### config.mk
export PLATFORM = sky130hd
export DESIGN_NAME = input_cache_ctrl_flat
export DESIGN_NICKNAME = d
export VERILOG_FILES = /design/src/rtl/input_cache_ctrl_if.sv /design/src/rtl/input_cache_ctrl.sv /design/src/flat_wrapper.sv
export SDC_FILE = /design/constraint.sdc
export NUM_CORES = 1
export LEC_CHECK = 0
export CAP_MARGIN = 15
export CORE_MARGIN = 10
export CORE_UTILIZATION = 40
export CTS_BUF_LIST = sky130_fd_sc_hd__clkbuf_16
export CTS_CLUSTER_DIAMETER = 150
export DETAILED_ROUTE_END_ITERATION = 10
export DONT_BUFFER_PORTS = 1
export GPL_TIMING_DRIVEN = 0
export PLACE_DENSITY = 0.65
export SLEW_MARGIN = 20
export SYNTH_ARGS = -nofsm -noshare
export SYNTH_HDL_FRONTEND = slang
export SYNTH_SLANG_ARGS = --single-unit
### constraint.sdc
create_clock -name clk -period 4.6 [get_ports clk]
set_input_delay 1.15 -clock clk [delete_from_list [all_inputs] [get_ports clk]]
set_output_delay 1.15 -clock clk [all_outputs]
set_load 0.05 [all_outputs]
### src/rtl/input_cache_ctrl_if.sv
// rtl/input_cache_ctrl_if.sv - command, stream, cache-pin and status bundle for input_cache_ctrl
interface input_cache_ctrl_if;
  logic [15:0] cfg_rows;
  logic        load_start;
  logic        run_start;
  logic [31:0] s_data;
  logic        s_valid;
  logic        s_ready;
  logic        stall;
  logic        mem_enable;
  logic        wr_rd;
  logic [31:0] data_in;
  logic [15:0] sel_a;
  logic [7:0]  sel_n;
  logic        row_valid;
  logic [15:0] row_idx;
  logic        busy;
  logic        load_done;
  logic        run_done;
  logic        cfg_err;

  modport master (
    input  cfg_rows, load_start, run_start, s_data, s_valid, stall,
    output s_ready, mem_enable, wr_rd, data_in, sel_a, sel_n,
           row_valid, row_idx, busy, load_done, run_done, cfg_err
  );

  modport slave (
    output cfg_rows, load_start, run_start, s_data, s_valid, stall,
    input  s_ready, mem_enable, wr_rd, data_in, sel_a, sel_n,
           row_valid, row_idx, busy, load_done, run_done, cfg_err
  );
endinterface

### src/rtl/input_cache_ctrl.sv
// rtl/input_cache_ctrl.sv - load/run sequencer owning all input activation cache pins
module input_cache_ctrl #(
  parameter int A = 60000,
  parameter int N = 256
) (
  input logic                 clk,
  input logic                 rst,
  input_cache_ctrl_if.master  bus_io
);

  typedef enum logic [1:0] {IDLE, LOAD, RUN, FLUSH} state_t;

  localparam logic [16:0] A_MAX  = 17'(A);
  localparam logic [7:0]  N_LAST = 8'(N - 1);

  state_t      state_q, state_d;
  logic [15:0] a_q, a_d;
  logic [7:0]  n_q, n_d;
  logic [15:0] rows_q, rows_d;
  logic        row_valid_q, row_valid_d;
  logic [15:0] row_idx_q, row_idx_d;
  logic        load_done_q, load_done_d;
  logic        run_done_q, run_done_d;
  logic        cfg_err_q, cfg_err_d;

  logic        cfg_ok;
  logic        s_ready;
  logic        mem_enable;
  logic        wr_rd;
  logic [31:0] data_in;
  logic [15:0] sel_a;
  logic [7:0]  sel_n;

  assign cfg_ok = (bus_io.cfg_rows != 16'd0) && ({1'b0, bus_io.cfg_rows} <= A_MAX);

  always_ff @(posedge clk) begin
    if (rst) begin
      state_q     <= IDLE;
      a_q         <= '0;
      n_q         <= '0;
      rows_q      <= '0;
      row_valid_q <= 1'b0;
      row_idx_q   <= '0;
      load_done_q <= 1'b0;
      run_done_q  <= 1'b0;
      cfg_err_q   <= 1'b0;
    end else begin
      state_q     <= state_d;
      a_q         <= a_d;
      n_q         <= n_d;
      rows_q      <= rows_d;
      row_valid_q <= row_valid_d;
      row_idx_q   <= row_idx_d;
      load_done_q <= load_done_d;
      run_done_q  <= run_done_d;
      cfg_err_q   <= cfg_err_d;
    end
  end

  always_comb begin
    state_d     = state_q;
    a_d         = a_q;
    n_d         = n_q;
    rows_d      = rows_q;
    row_valid_d = 1'b0;
    row_idx_d   = row_idx_q;
    load_done_d = 1'b0;
    run_done_d  = 1'b0;
    cfg_err_d   = 1'b0;
    s_ready     = 1'b0;
    mem_enable  = 1'b0;
    wr_rd       = 1'b0;
    data_in     = '0;
    sel_a       = '0;
    sel_n       = '0;

    unique case (state_q)
      IDLE: begin
        // load_start has priority; a simultaneous run_start is simply dropped
        if (bus_io.load_start) begin
          if (cfg_ok) begin
            state_d = LOAD;
            rows_d  = bus_io.cfg_rows;
            a_d     = '0;
            n_d     = '0;
          end else begin
            cfg_err_d = 1'b1;
          end
        end else if (bus_io.run_start) begin
          if (cfg_ok) begin
            state_d = RUN;
            rows_d  = bus_io.cfg_rows;
            a_d     = '0;
          end else begin
            cfg_err_d = 1'b1;
          end
        end
      end

      LOAD: begin
        s_ready    = 1'b1;
        mem_enable = bus_io.s_valid;
        wr_rd      = 1'b1;
        data_in    = bus_io.s_data;
        sel_a      = a_q;
        sel_n      = n_q;
        if (bus_io.s_valid) begin
          if (n_q == N_LAST) begin
            n_d = '0;
            if (a_q == rows_q - 16'd1) begin
              a_d         = '0;
              state_d     = IDLE;
              load_done_d = 1'b1;
            end else begin
              a_d = a_q + 16'd1;
            end
          end else begin
            n_d = n_q + 8'd1;
          end
        end
      end

      RUN: begin
        mem_enable = !bus_io.stall;
        sel_a      = a_q;
        if (!bus_io.stall) begin
          row_valid_d = 1'b1;
          row_idx_d   = a_q;
          // run_done lands in FLUSH, together with the last row's row_valid
          if (a_q == rows_q - 16'd1) begin
            a_d        = '0;
            state_d    = FLUSH;
            run_done_d = 1'b1;
          end else begin
            a_d = a_q + 16'd1;
          end
        end
      end

      FLUSH: begin
        state_d = IDLE;
      end

      default: state_d = IDLE;
    endcase
  end

  assign bus_io.s_ready    = s_ready;
  assign bus_io.mem_enable = mem_enable;
  assign bus_io.wr_rd      = wr_rd;
  assign bus_io.data_in    = data_in;
  assign bus_io.sel_a      = sel_a;
  assign bus_io.sel_n      = sel_n;
  assign bus_io.row_valid  = row_valid_q;
  assign bus_io.row_idx    = row_idx_q;
  assign bus_io.busy       = (state_q != IDLE);
  assign bus_io.load_done  = load_done_q;
  assign bus_io.run_done   = run_done_q;
  assign bus_io.cfg_err    = cfg_err_q;

endmodule

### src/flat_wrapper.sv
// flat-port wrapper written by rule: the top's interface ports become plain ports
module input_cache_ctrl_flat 
#(
  parameter int A = 60000,
  parameter int N = 256
)
  (clk, rst, bus_io_cfg_rows, bus_io_load_start, bus_io_run_start, bus_io_s_data, bus_io_s_valid, bus_io_stall, bus_io_s_ready, bus_io_mem_enable, bus_io_wr_rd, bus_io_data_in, bus_io_sel_a, bus_io_sel_n, bus_io_row_valid, bus_io_row_idx, bus_io_busy, bus_io_load_done, bus_io_run_done, bus_io_cfg_err);
  input_cache_ctrl_if bus_io_i ();
  input logic clk;
  input logic rst;
  input wire logic [$bits(bus_io_i.cfg_rows)-1:0] bus_io_cfg_rows;
  input wire logic [$bits(bus_io_i.load_start)-1:0] bus_io_load_start;
  input wire logic [$bits(bus_io_i.run_start)-1:0] bus_io_run_start;
  input wire logic [$bits(bus_io_i.s_data)-1:0] bus_io_s_data;
  input wire logic [$bits(bus_io_i.s_valid)-1:0] bus_io_s_valid;
  input wire logic [$bits(bus_io_i.stall)-1:0] bus_io_stall;
  output wire logic [$bits(bus_io_i.s_ready)-1:0] bus_io_s_ready;
  output wire logic [$bits(bus_io_i.mem_enable)-1:0] bus_io_mem_enable;
  output wire logic [$bits(bus_io_i.wr_rd)-1:0] bus_io_wr_rd;
  output wire logic [$bits(bus_io_i.data_in)-1:0] bus_io_data_in;
  output wire logic [$bits(bus_io_i.sel_a)-1:0] bus_io_sel_a;
  output wire logic [$bits(bus_io_i.sel_n)-1:0] bus_io_sel_n;
  output wire logic [$bits(bus_io_i.row_valid)-1:0] bus_io_row_valid;
  output wire logic [$bits(bus_io_i.row_idx)-1:0] bus_io_row_idx;
  output wire logic [$bits(bus_io_i.busy)-1:0] bus_io_busy;
  output wire logic [$bits(bus_io_i.load_done)-1:0] bus_io_load_done;
  output wire logic [$bits(bus_io_i.run_done)-1:0] bus_io_run_done;
  output wire logic [$bits(bus_io_i.cfg_err)-1:0] bus_io_cfg_err;
  assign bus_io_i.cfg_rows = bus_io_cfg_rows;
  assign bus_io_i.load_start = bus_io_load_start;
  assign bus_io_i.run_start = bus_io_run_start;
  assign bus_io_i.s_data = bus_io_s_data;
  assign bus_io_i.s_valid = bus_io_s_valid;
  assign bus_io_i.stall = bus_io_stall;
  assign bus_io_s_ready = bus_io_i.s_ready;
  assign bus_io_mem_enable = bus_io_i.mem_enable;
  assign bus_io_wr_rd = bus_io_i.wr_rd;
  assign bus_io_data_in = bus_io_i.data_in;
  assign bus_io_sel_a = bus_io_i.sel_a;
  assign bus_io_sel_n = bus_io_i.sel_n;
  assign bus_io_row_valid = bus_io_i.row_valid;
  assign bus_io_row_idx = bus_io_i.row_idx;
  assign bus_io_busy = bus_io_i.busy;
  assign bus_io_load_done = bus_io_i.load_done;
  assign bus_io_run_done = bus_io_i.run_done;
  assign bus_io_cfg_err = bus_io_i.cfg_err;
  input_cache_ctrl #(.A(A), .N(N)) u_core (.clk(clk), .rst(rst), .bus_io(bus_io_i));
endmodule
==> results.json, run 1 <==
{
  "avgSynthCellArea_um2": 7.88,
  "min_path_type": "reg -> reg",
  "core_um2": 9680,
  "ys_async_sr_fraction": 0,
  "regArea_um2": 1240,
  "antenna_left": 0,
  "vias_per_cell": 5.54,
  "portBuffers": 0,
  "finalCriticalPeriod_ns": 4.18,
  "fmax_mhz": 239,
  "min_from": "u_core.n_q[1]$_SDFFE_PP0P_",
  "powerDensity_nw_per_um2": 556,
  "gp_congestion": 0.916,
  "antennaDiodeCount": 0,
  "status": "finished, final reports clean",
  "reg2regPathDepth": 10,
  "fillCellCount": 990,
  "rrSetupSlack_ns": 1.34,
  "worstSetupEndpointType": "primary output",
  "final_layout_size_suffix_gt1_frac": 0.0875,
  "power_leakage_uw": 0.00150,
  "syn_area_um2": 3920,
  "slew_headroom": 0.290,
  "overflow": 0,
  "maxCapViolCount": 0,
  "fin_setup_tns_ns": 0,
  "cts_tree": "yes",
  "placementRows": 36,
  "gr-usage-all-layers": 0.161,
  "drc": 0,
  "multi_input_area_um2": 2470,
  "ios": 134,
  "crit_fanout": 10,
  "cts_sinks": 62,
  "maxSlewViolCount": 0,
  "synthCells": 498,
  "clk_pin_slew_ns": 0.05,
  "cts_buffer_depth": 2,
  "cp_slowest_cell": "a21boi_1",
  "die_area_um2": 14200,
  "first_pass_iters": 7,
  "ys_types": 59,
  "fin_crit_sh": 0.909,
  "yosys_warnings": 0,
  "worst_pin_slew_ns": 1.06,
  "drt_iter0_drc": 328,
  "initial_utilization": 0.405,
  "setup_violations": 0,
  "start_kind": "register",
  "worst_ep_required_time_ns": 3.45,
  "fin_ws_ns": 0.418,
  "cts_buffers": 9,
  "post_dp_cell_area_um2": 4090,
  "grt_pass1_wl_um": 19100,
  "root_buffer": "clkbuf_16",
  "crit_path_max_incr_delay_ns": 0.87,
  "synth-edff-count": 0,
  "clk_latency_ns": 0.33,
  "crit_arrival_ns": 3.03,
  "fp.dieW_um": 119,
  "grt_max_degree": 14,
  "peakVddDrop_mv": 0.200,
  "yosysSeqAreaShare": 0.316,
  "ctsHoldBuffers": 0,
  "finClkSkew_ns": 0.00710,
  "cp_cell_sequence": "inv_1, ha_1, clkbuf_1, clkbuf_1, nand2_1, a21boi_1",
  "pre_cts_ws_ns": 0.587,
  "syn_to_final_growth_pct": 11.4,
  "wl_per_cell_um": 18.5,
  "r2r_end": "u_core.a_q[8]$_SDFFE_PP0P_",
  "cts_setup_buffers": 0,
  "crit_start": "u_core.state_q[1]$_SDFFE_PP0P_",
  "antenna_found_initial": 0,
  "p_total_uw": 2430,
  "vias": 3583,
  "crit_top_cell": "clkbuf_1",
  "worstSetupPathType": "reg -> out",
  "synth-seq-cells": 62,
  "synth-main-ff-cell": "dfxtp_1",
  "die_h_um": 119,
  "rsz0062_at_grt": "no",
  "post_cts_resized": 0,
  "design_area_um2": 4370,
  "nNetsFinal": 569,
  "rr_startpoint": "u_core.rows_q[0]$_SDFFE_PP0P_",
  "hold_viol": 0,
  "wl_um": 12000,
  "grt_pass1_vias": 3541,
  "htree_levels": 3,
  "cp-endpoint": "bus_io_mem_enable",
  "dp_hpwl_um": 9640,
  "syn_nets": 558
}
[cells by family after synthesis]
| kind of cell | after synthesis | share of synthesized area |
|---|---|---|
| flops | 62 | 0.316 |
| simple gates | 252 | 0.351 |
| compound gates | 78 | 0.137 |
| buf+inv | 48 | 0.0549 |
| mux | 18 | 0.0459 |
| fa+ha+maj | 6 | 0.0191 |
| xor+xnor | 34 | 0.0759 |
[how the worst min path moves through the flow]
stage	end	slack [ns]	depth (start not counted)
floorplan	u_core.n_q[1]$_SDFFE_PP0P_	0.46	2
finish	u_core.n_q[1]$_SDFFE_PP0P_	0.52	2
CTS	u_core.n_q[1]$_SDFFE_PP0P_	0.52	2
global route	u_core.n_q[1]$_SDFFE_PP0P_	0.56	2
global placement	u_core.n_q[1]$_SDFFE_PP0P_	0.48	2
detailed placement	u_core.n_q[1]$_SDFFE_PP0P_	0.50	2
[cells in the final DEF, fill, tap and decap left out, types with 3 or more instances in the layout]
| cell type | n |
|---|---|
| nor4_1 | 16 |
| inv_1 | 9 |
| buf_6 | 4 |
| o22ai_1 | 4 |
| o31a_1 | 3 |
| xor2_1 | 4 |
| and3_1 | 4 |
| dfxtp_1 | 62 |
| buf_1 | 3 |
| nor2_1 | 36 |
| nor3_1 | 17 |
| and2_1 | 59 |
| nor2_2 | 10 |
| o211ai_1 | 4 |
| nor3b_1 | 3 |
| nand2b_1 | 7 |
| or4_1 | 3 |
| a21oi_1 | 30 |
| nand4_1 | 8 |
| a31oi_1 | 6 |
| ha_1 | 6 |
| inv_6 | 3 |
| and4_1 | 4 |
| nand3_1 | 16 |
| o21ai_0 | 7 |
| a211oi_1 | 3 |
| clkbuf_1 | 30 |
| mux2i_1 | 18 |
| nor2b_1 | 3 |
| clkbuf_16 | 9 |
| or3_1 | 5 |
| xnor2_1 | 30 |
| or4_4 | 3 |
| nand2_1 | 48 |
[sequential cells by signal, summed over array words and instances, names as in the netlist]
name	cells
u_core.rows_q	16
u_core.bus_io.cfg_err	1
u_core.bus_io.row_idx	16
u_core.state_q	2
u_core.bus_io.row_valid	1
u_core.bus_io.run_done	1
u_core.bus_io.load_done	1
u_core.a_q	16
u_core.n_q	8
[routing by layer]
layer,vias to the layer above,share of wire,GRT usage
li1,1751,-,-
met1,1678,0.40,0.180
met3,7,0.11,0.0624
met5,-,0,0
met4,0,0.0054,0.0328
met2,147,0.49,0.285
[synth_stat cells, types with 8 or more instances]
cell type  number  area share
nor3_1         17       0.022
nor4_1         16       0.026
nor2_1         36       0.034
nand2_1        48       0.046
a21oi_1        30       0.038
dfxtp_1        62        0.32
mux2i_1        18       0.046
nor2_2         10       0.016
nand3_1        16       0.020
and2_1         59       0.094
nand4_1         8       0.013
clkbuf_1       30       0.029
xnor2_1        30       0.067
inv_1           9      0.0086
[cell type report]
class                           count  area share
Multi-Input combinational cell    388       0.564
Sequential cell                    62       0.284
Tap cell                          133      0.0381
Clock buffer                        9      0.0515
Inverter                            9     0.00773
Buffer                             39      0.0415
Clock inverter                      7      0.0126
[critical path, delay by kind of cell, from the launching register on]
kind | cells | cell delay (ns)
flip-flops | 1 | 0.31
AO/OA/AOI/OAI | 1 | 0.87
buffers and inverters | 3 | 0.86
adder cells (fa/ha/maj) | 1 | 0.52
AND/OR/NAND/NOR | 1 | 0.15
[through the flow]
stage	utilization	std cells	hold slack [ns]
2_1_floorplan	-	498	0.458
3_3_place_gp	0.422	631	0.482
3_5_place_dp	0.422	631	0.504
4_1_cts	0.451	647	0.520
5_1_grt	0.451	647	0.556
6_report	0.451	647	0.522
[where the power goes]
| part | leakage [uW] | switching (uW) | internal (uW) |
|---|---|---|---|
| Sequential | 0.000503 | 51.8 | 581 |
| Combinational | 0.000867 | 821 | 342 |
| Clock | 0.000133 | 264 | 370 |
| Total | 0.00150 | 1140 | 1290 |
(Power assumes the default switching activity.)
==> run 2: changes to the inputs <==
--- a/config.mk
+++ b/config.mk
@@ -13,7 +13,7 @@
 export DETAILED_ROUTE_END_ITERATION = 10
 export DONT_BUFFER_PORTS = 1
 export GPL_TIMING_DRIVEN = 0
-export PLACE_DENSITY = 0.65
+export PLACE_DENSITY = 0.67
 export SLEW_MARGIN = 20
 export SYNTH_ARGS = -nofsm -noshare
 export SYNTH_HDL_FRONTEND = slang
==> constraint.sdc (replaced) <==
create_clock -name clk -period 3.4 [get_ports clk]
set_input_delay 0.85 -clock clk [delete_from_list [all_inputs] [get_ports clk]]
set_output_delay 0.85 -clock clk [all_outputs]
set_load 0.05 [all_outputs]
==> run 2 against run 1 <==
Sequential share of layout area decreased by 0.68 points. Combinational power increased by 39%. Global-route usage is 0.65 points higher. Worst setup slack worse by 0.28 ns. Sequential power grew 36%. Critical path type is now reg -> reg. Clock-buffer cell count unchanged. Hold slack got worse by 0.026 ns.
==> results.json, run 2 (synthesis results as in run 1) <==
{
  "status": "finished, final reports clean",
  "first_pass_iters": 5,
  "fp.dieW_um": 119,
  "grt_pass1_vias": 3534,
  "die_area_um2": 14200,
  "grt_pass1_wl_um": 19800,
  "initial_utilization": 0.405,
  "fin_crit_sh": 0.959,
  "die_h_um": 119,
  "wl_um": 12300,
  "crit_path_max_incr_delay_ns": 0.59,
  "cp_slowest_cell": "or4_4",
  "vias_per_cell": 5.67,
  "layout_commonest_cell": "dfxtp_1",
  "worstSetupEndpointType": "register",
  "root_buffer": "clkbuf_16",
  "ios": 134,
  "cts_sinks": 62,
  "worstSetupPathType": "reg -> reg",
  "fmax_mhz": 307,
  "fin_ws_ns": 0.139,
  "start_kind": "register",
  "top_layer_used": "met4",
  "worst_pin_slew_ns": 0.706,
  "fin_setup_tns_ns": 0,
  "placementRows": 36,
  "gr-usage-all-layers": 0.168,
  "maxCapViolCount": 0,
  "nNetsFinal": 569,
  "wl_met1_um": 5080,
  "antenna_found_initial": 0,
  "finClkSkew_ns": 0.00496,
  "final_layout_size_suffix_gt1_frac": 0.179,
  "portBuffers": 0,
  "wl_met3_um": 1150,
  "layout_common_cells": "dfxtp_1 (62), nand2_1 (48), and2_2 (40), nor2_1 (36)",
  "cts_buffer_depth": 2,
  "crit_arrival_ns": 3.48,
  "vias": 3667,
  "slew_headroom": 0.526,
  "core_um2": 9680,
  "overflow": 0,
  "clk_latency_ns": 0.33,
  "hold_viol": 0,
  "pre_cts_ws_ns": -0.368,
  "antenna_left": 0,
  "met2_length_um": 5840,
  "maxSlewViolCount": 0,
  "ctsHoldBuffers": 0,
  "grt_max_degree": 13,
  "rsz0062_at_grt": "no",
  "dp_hpwl_um": 9510,
  "crit_buf_inv": 2,
  "crit_fanout": 10,
  "finalCriticalPeriod_ns": 3.26,
  "crit_family": "simple AND/OR/NAND/NOR gates",
  "powerDensity_nw_per_um2": 773,
  "setup_violations": 0,
  "syn_to_final_growth_pct": 14.1,
  "clk_pin_slew_ns": 0.06,
  "min_path_type": "reg -> reg",
  "cts_buffers": 9,
  "power_leakage_uw": 0.00157,
  "wl_per_cell_um": 19.0,
  "gp_congestion": 0.942,
  "antennaDiodeCount": 0,
  "cp_cell_sequence": "inv_1, ha_1, or3b_2, o31a_1, o32ai_2, o22ai_1, or4_4, a31oi_4, buf_6, nor2_2",
  "drc": 0,
  "worst_ep_required_time_ns": 3.62,
  "cts_tree": "yes",
  "htree_levels": 3,
  "peakVddDrop_mv": 0.260,
  "drt_iter0_drc": 369
}
-- run 2: changes by cell type in the layout (fill, tap and decap cells not counted) --
cell,delta
a21boi_1,-1
a21boi_2,+1
and2_1,-40
and2_2,+40
buf_1,-1
bufinv_16,+2
clkbuf_1,-4
clkbuf_2,+5
clkinv_4,+2
clkinvlp_4,-1
ha_1,-1
ha_2,+1
inv_6,-3
-- run 2: worst paths after layout --
| kind | endpoint | cells after the start | slack (ns) | startpoint |
|---|---|---|---|---|
| worst max-delay path | u_core.a_q[11]$_SDFFE_PP0P_ | 10 | 0.14 | u_core.rows_q[0]$_SDFFE_PP0P_ |
| worst min-delay path | u_core.n_q[7]$_SDFFE_PP0P_ | 2 | 0.50 | u_core.n_q[7]$_SDFFE_PP0P_ |
| worst max register to register | u_core.a_q[11]$_SDFFE_PP0P_ | 10 | 0.14 | u_core.rows_q[0]$_SDFFE_PP0P_ |
| worst min register to register | u_core.n_q[7]$_SDFFE_PP0P_ | 2 | 0.50 | u_core.n_q[7]$_SDFFE_PP0P_ |
-- run 2: area by class of cell --
cell class	instances	area, um2
Buffer	39	188
Tap cell	133	166
Sequential cell	62	1240
Fill cell	968	5210
Multi-Input combinational cell	388	2520
Inverter	9	33.8
Clock buffer	9	225
Clock inverter	7	98.8
-- run 2: timing repair --
item                       CTS  global route
setup endpoints to repair   50            51
setup buffers                0             0
resized for setup           24            25
pin swaps                    0             0
-- run 2: layer usage --
metal,up-vias,track usage
met5,-,0
li1,1765,-
met3,27,0.0614
met4,0,0.0557
met1,1712,0.198
met2,163,0.276
-- run 2: where the power goes --
group | internal, uW | total [uW] | switching [uW]
Sequential | 786 | 857 | 71.7
Clock | 643 | 995 | 352
Combinational | 489 | 1610 | 1120
-- run 2: per-stage QoR --
| step | power, uW | area (um2) | std cells | hold slack, ns | utilization |
|---|---|---|---|---|---|
| 3_5_place_dp | 2440 | 4090 | 631 | 0.486 | 0.422 |
| 4_1_cts | 3450 | 4450 | 647 | 0.495 | 0.459 |
| 6_report | 3460 | 4480 | 647 | 0.495 | 0.462 |
| 3_3_place_gp | 2400 | 4090 | 631 | 0.483 | 0.422 |
| 2_1_floorplan | 2150 | 3920 | 498 | 0.458 | - |
| 5_1_grt | 3640 | 4480 | 647 | 0.524 | 0.462 |
-- run 2: tightest hold or removal path, cell delays in order (launching register included) --
cell	delay (ns)
dfxtp_1	0.32
o21ai_0	0.07
a21oi_1	0.06
